**config.mk**
```make
export PLATFORM = sky130hd
export DESIGN_NAME = uart_tx_fifo_flat
export DESIGN_NICKNAME = d
export VERILOG_FILES = /design/src/rtl/uart_tx_fifo_if.sv /design/src/rtl/uart_tx_fifo.sv /design/src/flat_wrapper.sv
export SDC_FILE = /design/constraint.sdc
export NUM_CORES = 1
export LEC_CHECK = 0
export BUFFER_PORTS_ARGS = -buffer_cell sky130_fd_sc_hd__buf_2
export CAP_MARGIN = 5
export CORE_UTILIZATION = 35
export DETAILED_ROUTE_END_ITERATION = 6
export GPL_TIMING_DRIVEN = 0
export PLACE_DENSITY = 0.51
export REMOVE_ABC_BUFFERS = 1
export SLEW_MARGIN = 5
export SYNTH_ARGS = -nofsm -noshare
export SYNTH_HDL_FRONTEND = slang
export SYNTH_SLANG_ARGS = --single-unit
```
**constraint.sdc**
```tcl
create_clock -name clk -period 4.4 [get_ports clk]
set_input_delay 0 -clock clk [delete_from_list [all_inputs] [get_ports clk]]
set_output_delay 0 -clock clk [all_outputs]
set_load 0.03 [all_outputs]
```
**src/rtl/uart_tx_fifo_if.sv**
```systemverilog
// Producer-side write handshake for uart_tx_fifo: a word moves on any
// clock edge where wr_valid and wr_ready are both high.
interface uart_tx_fifo_if #(
    parameter int DATA_BITS = 8
);
    logic [DATA_BITS-1:0] wr_data;
    logic                 wr_valid;
    logic                 wr_ready;

    modport master (
        output wr_data,
        output wr_valid,
        input  wr_ready
    );

    modport slave (
        input  wr_data,
        input  wr_valid,
        output wr_ready
    );
endinterface

```
**src/rtl/uart_tx_fifo.sv**
```systemverilog
// uart_tx_fifo: UART transmitter with a transmit FIFO and a fractional
// (accumulator based) baud generator. Frames are sent back to back while
// the FIFO holds words.
//
// state    | meaning
// S_IDLE   | line idle high, waiting for a queued word
// S_START  | start bit (low)
// S_DATA   | data bits, LSB first
// S_PARITY | parity bit
// S_STOP   | stop bit(s), high; chains straight into the next start bit
module uart_tx_fifo #(
    parameter int SYSCLK_FREQ = 100000000,
    parameter int BAUD_RATE   = 115200,
    parameter int DATA_BITS   = 8,
    parameter int PARITY      = 0,
    parameter int STOP_BITS   = 1,
    parameter int FIFO_DEPTH  = 16
) (
    input  logic                        clk,
    input  logic                        rst,
    uart_tx_fifo_if.slave               wr,
    output logic                        uart_tx,
    output logic                        busy,
    output logic                        frame_done,
    output logic [$clog2(FIFO_DEPTH):0] fifo_count
);
    localparam int          AW        = $clog2(FIFO_DEPTH);
    localparam logic [AW:0] DEPTH_C   = (AW + 1)'(FIFO_DEPTH);
    localparam logic [32:0] FREQ      = 33'(SYSCLK_FREQ);
    localparam logic [32:0] BAUD      = 33'(BAUD_RATE);
    localparam logic [2:0]  LAST_BIT  = 3'(DATA_BITS - 1);
    localparam logic        STOP_LAST = 1'(STOP_BITS - 1);

    typedef enum logic [2:0] {
        S_IDLE,
        S_START,
        S_DATA,
        S_PARITY,
        S_STOP
    } state_t;

    state_t state;

    logic [DATA_BITS-1:0] mem [FIFO_DEPTH];
    logic [AW-1:0]        wr_ptr;
    logic [AW-1:0]        rd_ptr;
    logic                 full;
    logic                 empty;
    logic                 push;
    logic                 pop;
    logic [DATA_BITS-1:0] head;
    logic                 head_par;

    logic [31:0]          acc;
    logic [32:0]          nxt;
    logic                 tick;
    logic [31:0]          acc_next;

    logic [DATA_BITS-1:0] shift;
    logic                 par_bit;
    logic [2:0]           bit_cnt;
    logic                 stop_cnt;

    assign full        = (fifo_count == DEPTH_C);
    assign empty       = (fifo_count == '0);
    assign wr.wr_ready = !full;
    assign push        = wr.wr_valid && !full;
    assign head        = mem[rd_ptr];
    // Parity is fixed when the word is loaded so the shifter can be consumed freely.
    assign head_par    = (PARITY == 1) ? ~^head : ^head;

    // A pop only happens when the FSM starts a frame: from idle, or on the
    // final stop tick when another word is waiting.
    assign pop = !empty && ((state == S_IDLE) ||
                            ((state == S_STOP) && tick && (stop_cnt == 1'b0)));

    // Remainder spreading: wide enough that acc + BAUD never overflows.
    assign nxt      = {1'b0, acc} + BAUD;
    assign tick     = (nxt >= FREQ);
    assign acc_next = tick ? 32'(nxt - FREQ) : nxt[31:0];

    // FIFO pointers and occupancy.
    always_ff @(posedge clk) begin
        if (rst) begin
            wr_ptr     <= '0;
            rd_ptr     <= '0;
            fifo_count <= '0;
        end else begin
            if (push) wr_ptr <= wr_ptr + 1'b1;
            if (pop)  rd_ptr <= rd_ptr + 1'b1;
            case ({push, pop})
                2'b10:   fifo_count <= fifo_count + 1'b1;
                2'b01:   fifo_count <= fifo_count - 1'b1;
                default: ;
            endcase
        end
    end

    // FIFO storage; contents are don't-care until written.
    always_ff @(posedge clk) begin
        if (push) mem[wr_ptr] <= wr.wr_data;
    end

    // Frame sequencer, baud accumulator and registered line outputs.
    always_ff @(posedge clk) begin
        if (rst) begin
            state      <= S_IDLE;
            acc        <= '0;
            shift      <= '0;
            par_bit    <= 1'b0;
            bit_cnt    <= '0;
            stop_cnt   <= 1'b0;
            uart_tx    <= 1'b1;
            busy       <= 1'b0;
            frame_done <= 1'b0;
        end else begin
            frame_done <= 1'b0;
            case (state)
                S_IDLE: begin
                    acc     <= '0;
                    uart_tx <= 1'b1;
                    if (!empty) begin
                        shift   <= head;
                        par_bit <= head_par;
                        uart_tx <= 1'b0;
                        busy    <= 1'b1;
                        state   <= S_START;
                    end
                end
                S_START: begin
                    acc <= acc_next;
                    if (tick) begin
                        uart_tx <= shift[0];
                        shift   <= shift >> 1;
                        bit_cnt <= LAST_BIT;
                        state   <= S_DATA;
                    end
                end
                S_DATA: begin
                    acc <= acc_next;
                    if (tick) begin
                        if (bit_cnt != 3'd0) begin
                            uart_tx <= shift[0];
                            shift   <= shift >> 1;
                            bit_cnt <= bit_cnt - 1'b1;
                        end else if (PARITY != 0) begin
                            uart_tx <= par_bit;
                            state   <= S_PARITY;
                        end else begin
                            uart_tx  <= 1'b1;
                            stop_cnt <= STOP_LAST;
                            state    <= S_STOP;
                        end
                    end
                end
                S_PARITY: begin
                    acc <= acc_next;
                    if (tick) begin
                        uart_tx  <= 1'b1;
                        stop_cnt <= STOP_LAST;
                        state    <= S_STOP;
                    end
                end
                S_STOP: begin
                    acc <= acc_next;
                    if (tick) begin
                        if (stop_cnt != 1'b0) begin
                            stop_cnt <= 1'b0;
                        end else begin
                            frame_done <= 1'b1;
                            if (!empty) begin
                                acc     <= '0;
                                shift   <= head;
                                par_bit <= head_par;
                                uart_tx <= 1'b0;
                                state   <= S_START;
                            end else begin
                                busy  <= 1'b0;
                                state <= S_IDLE;
                            end
                        end
                    end
                end
                default: begin
                    acc     <= '0;
                    uart_tx <= 1'b1;
                    busy    <= 1'b0;
                    state   <= S_IDLE;
                end
            endcase
        end
    end
endmodule

```
**src/flat_wrapper.sv**
```systemverilog
// flat-port wrapper written by rule: the top's interface ports become plain ports
module uart_tx_fifo_flat 
#(
    parameter int SYSCLK_FREQ = 100000000,
    parameter int BAUD_RATE   = 115200,
    parameter int DATA_BITS   = 8,
    parameter int PARITY      = 0,
    parameter int STOP_BITS   = 1,
    parameter int FIFO_DEPTH  = 16
)
  (clk, rst, uart_tx, busy, frame_done, fifo_count, wr_wr_data, wr_wr_valid, wr_wr_ready);
  uart_tx_fifo_if #(.DATA_BITS(DATA_BITS)) wr_i ();
  input  logic clk;
  input  logic rst;
  output logic uart_tx;
  output logic busy;
  output logic frame_done;
  output logic [$clog2(FIFO_DEPTH):0] fifo_count;
  input wire logic [$bits(wr_i.wr_data)-1:0] wr_wr_data;
  input wire logic [$bits(wr_i.wr_valid)-1:0] wr_wr_valid;
  output wire logic [$bits(wr_i.wr_ready)-1:0] wr_wr_ready;
  assign wr_i.wr_data = wr_wr_data;
  assign wr_i.wr_valid = wr_wr_valid;
  assign wr_wr_ready = wr_i.wr_ready;
  uart_tx_fifo #(.SYSCLK_FREQ(SYSCLK_FREQ), .BAUD_RATE(BAUD_RATE), .DATA_BITS(DATA_BITS), .PARITY(PARITY), .STOP_BITS(STOP_BITS), .FIFO_DEPTH(FIFO_DEPTH)) u_core (.clk(clk), .rst(rst), .wr(wr_i), .uart_tx(uart_tx), .busy(busy), .frame_done(frame_done), .fifo_count(fifo_count));
endmodule
```
==> key figures, run 1 <==
Run status
  – Status: finished, final reports clean

Die
  – Core area: 25100 sq um
  – Die Wd: 162 microns
  – Die height: 162 microns
  – Ports: 20
  – Die Footprint: 26100 sq um
  – Starting Density: 35.5%
  – Row Count: 58

Clock tree
  – H-tree depth: 4
  – Clk_lat worst skew: 440 ps
  – Clk sink count: 186
  – CTS tree: done
  – Root buf cell: clkbuf_16
  – CTS clk-pin slew, worst paths: 70 ps
  – CTS max path bufs: 2
  – CTS buffer count: 17

Global routing
  – Initial antenna violation count: 0
  – GRT Resource Usage Total: 15.5%
  – Largest net degree at the start of global routing: 41
  – First-pass GRT wire length: 31000 microns
  – Grt total ovfl: 0
  – Vias in the first global route: 5595

Pwr
  – Pleak: 3.29 nW
  – PwrDens: 517 nW/um^2
  – Worst VDD drop: 0.250 mV

Placed design
  – Port bufs: 19
  – Routability cong.: 0.875
  – Cell Area, Placed: 9260 sq um
  – Hpwl dp: 12600 microns

Timing
  – Tcrit/Tclk final: 94.6%
  – Final Setup Violations: 0
  – Measured slew at the worst slew-check pin: 960 ps
  – Final hold vios: 0
  – Worst Skew: 15.0 ps
  – Minimum clock period after layout: 4160 ps
  – Max Slew Vio Count: 0
  – Rel. slew slack: 35.8%
  – Max Fclk: 0.240 GHz

Finish
  – Most common cell after layout, fill and taps aside: edfxtp_1
  – Nets@finish: 760
  – Area Overhead vs Synth: 13.2%
  – Final Cell Area: 10100 sq um
  – Post-layout util: 40.2%
  – Fillers: 2413
  – Most frequent cells in the layout: 128 x edfxtp_1, 81 x nor2_1, 51 x dfxtp_1
  – Share of layout cells above drive strength 1: 18.9%
  – Antenna Cells: 0

Synthesis
  – Number of enable flip-flop cells after synthesis: 128
  – Post-Synthesis Cells: 722
  – YS warnings: 0
  – Number of synthesized register bits: 186
  – Synth Flop Type: edfxtp_1
  – Synth Cell Area: 8910 sq um
  – Asr flop ratio synth: 0%
  – Syn avg cell area: 12.3 sq um
  – Yosys cell types: 74
  – Sequential fraction of the synthesis area: 56.1%

Critical path
  – Max FO, Critical Path: 11
  – Crit-path slowest cell: dfxtp_2
  – Worst EP arrival: 4460 ps
  – CP dominant cell by count: nor2_1
  – Critical path, cell by cell: ha_4, and4_2, a2111oi_2, o211a_1, o2111ai_2, a2111oi_4, buf_4, o31a_1, ha_2, xor2_1, ha_1, nor2_1, a221o_1, a311o_1, xnor2_1, nor2_1
  – Critical path endpoint category: register
  – Startpoint types: register
  – Reg-to-reg critical path startpoint: u_core.acc[9]$_SDFF_PP0_
  – Worst EP required: 4690 ps
  – Max incr delay on CP: 400 ps
  – Critical path origin: u_core.acc[9]$_SDFF_PP0_
  – WS Path Type: reg2reg

Hold path
  – Hold path startpoint: wr_wr_valid
  – HP Class: in2reg

Drt
  – Drc violations: 0
  – Vias/cell: 5.35
  – Detail Route Antenna Nets: 0
  – Pre-antenna DRT Iters: 5
  – Routed WL per cell: 17.8 microns
  – Via count: 5768
  – Detailed Route Iter0 Violations: 384
  – Routed WL: 19200 microns

Flow run
  – MaxCap Viol Count: 0
timing repair:
action                                  in CTS  in global routing
hold endpoints to repair                   128                  0
setup buffers                                6                  3
resized for setup                            3                 12
gates cloned                                 0                  0
endpoints found under the setup margin      38                 23
hold buffers                                 8                  0
pin swaps                                    4                  1
stage by stage:
step / hold slack (ps) / std cells / power (W) / setup WS [ps] / setup TNS [ps]
after detailed placement: 399 / 1028 / 0.00367 / -1070 / -12430
after global routing: 99.8 / 1078 / 0.00549 / -6.85 / -6.85
after floorplan: 69.1 / 677 / 0.00328 / 99.3 / 0
after CTS: 65.9 / 1074 / 0.00523 / 25.8 / 0
final: 84.2 / 1078 / 0.00521 / 238 / 0
after global placement: 373 / 1026 / 0.00363 / -964 / -17970
synthesized netlist by cell type (all sizes together) (4+ instances only):
master	count	area [sq um]
a2111oi	5	76.3
a211oi	4	35.0
a21o	6	45.0
a21oi	27	143
a221oi	7	61.3
a31oi	7	43.8
and2	10	62.6
and3	4	25.0
buf	19	110
clkbuf	26	98.8
dfxtp	58	1160
edfxtp	128	3840
ha	14	175
inv	12	45.0
mux2i	9	90.1
mux4	40	901
nand2	49	184
nand2b	10	62.6
nand3	21	110
nand4	8	50.1
nor2	82	308
nor2b	13	81.3
nor3	35	186
nor4	7	43.8
o211ai	6	45.0
o21ai	21	116
or2	4	25.0
or3	6	37.5
xnor2	24	210
xor2	17	149
where the power goes:
part,internal (W),switching (W),leakage [nW]
Combinational,0.000676,0.000797,1.37
Clock,0.000765,0.000765,0.285
Sequential,0.00200,0.000204,1.63
Total,0.00345,0.00177,3.29
metal layers:
| metal | global-route usage [%] | vias to the layer above | routed length [microns] |
|---|---|---|---|
| met5 | 0 | - | 0 |
| met4 | 5.15 | 0 | 333 |
| met3 | 2.98 | 23 | 630 |
| met2 | 25.4 | 112 | 9370 |
| met1 | 20.5 | 2872 | 8890 |
| li1 | - | 2761 | - |
cells by family (layout without fill, tap and decap cells):
group	after synthesis	after routing	synth area share, %
compound gates	114	114	9.60
mux	50	50	11.2
xor+xnor	41	41	4.03
flops	186	186	56.1
fa+ha+maj	14	14	1.96
simple gates	260	260	14.2
buf+inv	57	83	2.85
cell type report:
| cell class | instances | area [sq um] | area share (%) |
|---|---|---|---|
| flip-flops and latches | 186 | 5010 | 49.7 |
| multi-input cells | 479 | 3730 | 37.0 |
| clock buffers | 17 | 425 | 4.22 |
| well taps | 330 | 413 | 4.09 |
| repair buffers | 39 | 285 | 2.83 |
| clock inverters | 15 | 176 | 1.75 |
| inverters | 12 | 45.0 | 0.447 |
worst paths after layout:
path	end	slack (ps)	cells past startpoint
hold / removal	u_core.fifo_count[3]$_SDFFE_PP0P_	80	5
setup reg to reg	u_core.fifo_count[2]$_SDFFE_PP0P_	240	16
setup / recovery	u_core.fifo_count[2]$_SDFFE_PP0P_	240	16
hold reg to reg	u_core.shift[7]$_SDFFE_PP0P_	480	2
sequential cells by signal, summed over array words and instances (netlist names), 3 cells and up, named ones only:
name               flops
u_core.fifo_count      5
u_core.bit_cnt         3
u_core.mem           128
u_core.rd_ptr          4
u_core.shift           8
u_core.state           3
u_core.wr_ptr          4
u_core.acc            24
worst max-delay path: cells and delay by family, from the launching register on:
| kind | cells | cell delay (ps) |
|---|---|---|
| flops | 1 | 400 |
| buf+inv | 1 | 180 |
| xor+xnor | 2 | 310 |
| fa+ha+maj | 3 | 760 |
| simple gates | 3 | 440 |
| compound gates | 7 | 1940 |
Power figures use the tool's default switching activity.
==> run 2, diff against run 1 <==
- CORE_ASPECT_RATIO: default -> 0.9
- RECOVER_POWER: default -> 50
==> key figures, run 2 (same netlist as run 1, synthesis figures left out) <==
Run status
  – Status: finished, final reports clean

Pwr
  – Final Power: 0.00518 W (-0.64%)
  – Pleak: 3.19 nW (-2.9%)
  – PwrDens: 517 nW/um^2 (about the same)
  – Worst VDD drop: 0.256 mV (+2.6%)

Global routing
  – First-pass GRT wire length: 30300 microns (-2.5%)
  – Initial antenna violation count: 0 (unchanged)
  – Vias in the first global route: 5612 (+0.30%)
  – Grt total ovfl: 0 (unchanged)
  – Largest net degree at the start of global routing: 41 (unchanged)
  – GRT Resource Usage Total: 15.1% (-0.34 points)

Drt
  – Routed WL: 18900 microns (-1.7%)
  – Detail Route Antenna Nets: 0 (unchanged)
  – Routed WL per cell: 17.4 microns (-2.6%)
  – Vias/cell: 5.30 (-0.95%)
  – Via count: 5766 (-0.035%)
  – Drc violations: 0 (unchanged)
  – Detailed Route Iter0 Violations: 387 (+0.78%)
  – Pre-antenna DRT Iters: 5 (unchanged)

Flow run
  – MaxCap Viol Count: 0 (unchanged)

Critical path
  – Critical path endpoint category: register
  – Crit path max-delay family: compound AO/OA/AOI/OAI gates
  – Critical path, cell by cell: ha_4, nand4_1, buf_4, a211oi_4, xor2_1, nand3b_1, a2111oi_4, o31a_1, ha_2, xor2_1, ha_1, nor2_1, a221o_1, a311o_1, xnor2_1, nor2_1
  – Length in cells of the worst reg-to-reg path: 16 (unchanged)
  – Worst EP arrival: 4440 ps (-20 ps)
  – WP buf/inv: 1 (unchanged)
  – Crit-path slowest cell: dfxtp_2
  – Startpoint types: register
  – WS Path Type: reg2reg
  – Max FO, Critical Path: 9 (-2)
  – Worst EP required: 4700 ps (about the same)
  – Setup slack, reg-to-reg: 250 ps (+20 ps)
  – Critical Path Stages: 16 (unchanged)
  – Max incr delay on CP: 420 ps (+20 ps)

Timing
  – Max Slew Vio Count: 0 (unchanged)
  – Final hold vios: 0 (unchanged)
  – Tcrit/Tclk final: 94.2% (-0.38 points)
  – Max Fclk: 0.241 GHz (+0.40%)
  – Final Setup Violations: 0 (unchanged)
  – Worst Skew: 24.0 ps (+8.99 ps)
  – Rel. slew slack: 6.66% (-29 points)
  – Minimum clock period after layout: 4150 ps (-16.7 ps)
  – Hold_ws: 79.5 ps (-4.68 ps)
  – Measured slew at the worst slew-check pin: 1390 ps (+430 ps)

Clock tree
  – CTS max path bufs: 2 (unchanged)
  – CTS tree: done
  – H-tree depth: 4 (unchanged)
  – CTS buffer count: 17 (unchanged)
  – Clk sink count: 186 (unchanged)
  – Root buf cell: clkbuf_16
  – CTS clk-pin slew, worst paths: 70 ps (about the same)
  – Clk_lat worst skew: 440 ps (about the same)

Die
  – Ports: 20 (unchanged)
  – Core area: 25000 sq um (-0.24%)
  – Row Count: 55 (-5.2%)
  – Starting Density: 35.6% (+0.085 points)
  – Die Footprint: 26100 sq um (about the same)
  – Die Wd: 170 microns (+5.3%)
  – Die height: 153 microns (-5.1%)

Hold path
  – Worst Hold Path Cells: 5 (unchanged)
  – HP Class: in2reg

Finish
  – Most frequent cells in the layout: 128 x edfxtp_1, 81 x nor2_1, 51 x dfxtp_1
  – Most common cell after layout, fill and taps aside: edfxtp_1
  – Flip-flop count of the largest register after layout: 128 (unchanged)
  – Nets@finish: 758 (-0.26%)
  – Share of layout cells above drive strength 1: 15.4% (-3.4 points)
  – Biggest regs: u_core.mem: 128 flops, u_core.acc: 24 flops, u_core.shift: 8 flops
  – Post-layout util: 40.0% (-0.17 points)
  – Area Overhead vs Synth: 12.4%
  – Antenna Cells: 0 (unchanged)
  – Biggest register: u_core.mem

Placed design
  – Port bufs: 19 (unchanged)
  – Hpwl dp: 12600 microns (-0.11%)
  – Routability cong.: 0.823 (-6.0%)
[run 2: final timing paths]
path / to / startpoint
setup / recovery: u_core.fifo_count[2]$_SDFFE_PP0P_ / u_core.acc[10]$_SDFF_PP0_
hold reg to reg: u_core.shift[7]$_SDFFE_PP0P_ / u_core.shift[7]$_SDFFE_PP0P_
hold / removal: u_core.fifo_count[3]$_SDFFE_PP0P_ / wr_wr_valid
setup reg to reg: u_core.fifo_count[2]$_SDFFE_PP0P_ / u_core.acc[10]$_SDFF_PP0_
[run 2: what timing repair did]
item | in CTS | in global routing
gates resized for setup | 5 | 7
hold endpoints to repair | 128 | 0
cloned | 0 | 0
setup buffers | 5 | 3
pin swaps | 4 | 2
setup endpoints to repair | 27 | 5
hold buffers | 8 | 0
[run 2: layout make-up]
class	count	area (sq um)
fillers	2367	15000
flip-flops and latches	186	5020
multi-input cells	479	3710
clock buffers	18	429
well taps	342	428
repair buffers	37	249
clock inverters	14	141
inverters	12	45.0
[run 2: through the flow]
step                cells  TNS (ps)  area, sq um  worst slack (ps)
floorplan             677         0         8710              99.3
global placement     1038    -15320         9230              -911
detailed placement   1040     -9460         9290              -993
CTS                  1085         0         9990              12.4
global route         1088     -3.78        10000             -3.78
finish               1088         0        10000               254
[run 2: metal layers]
metal | up-vias | wire, microns | GRT usage, %
met5 | - | 0 | 0
met4 | 0 | 165 | 4.12
met3 | 10 | 672 | 3.26
met2 | 124 | 9230 | 25.3
met1 | 2885 | 8840 | 19.7
li1 | 2747 | - | -
[run 2: power breakdown]
part	switching (W)	internal (W)	total (W)
clock network	0.000708	0.000796	0.00150
registers	0.000196	0.00201	0.00220
logic	0.000808	0.000662	0.00147
[run 2: tightest hold or removal path: stages]
cell     delay (ps)
buf_2           100
nor2_1           50
and2_1          170
mux2i_1         110
nand2_1          50
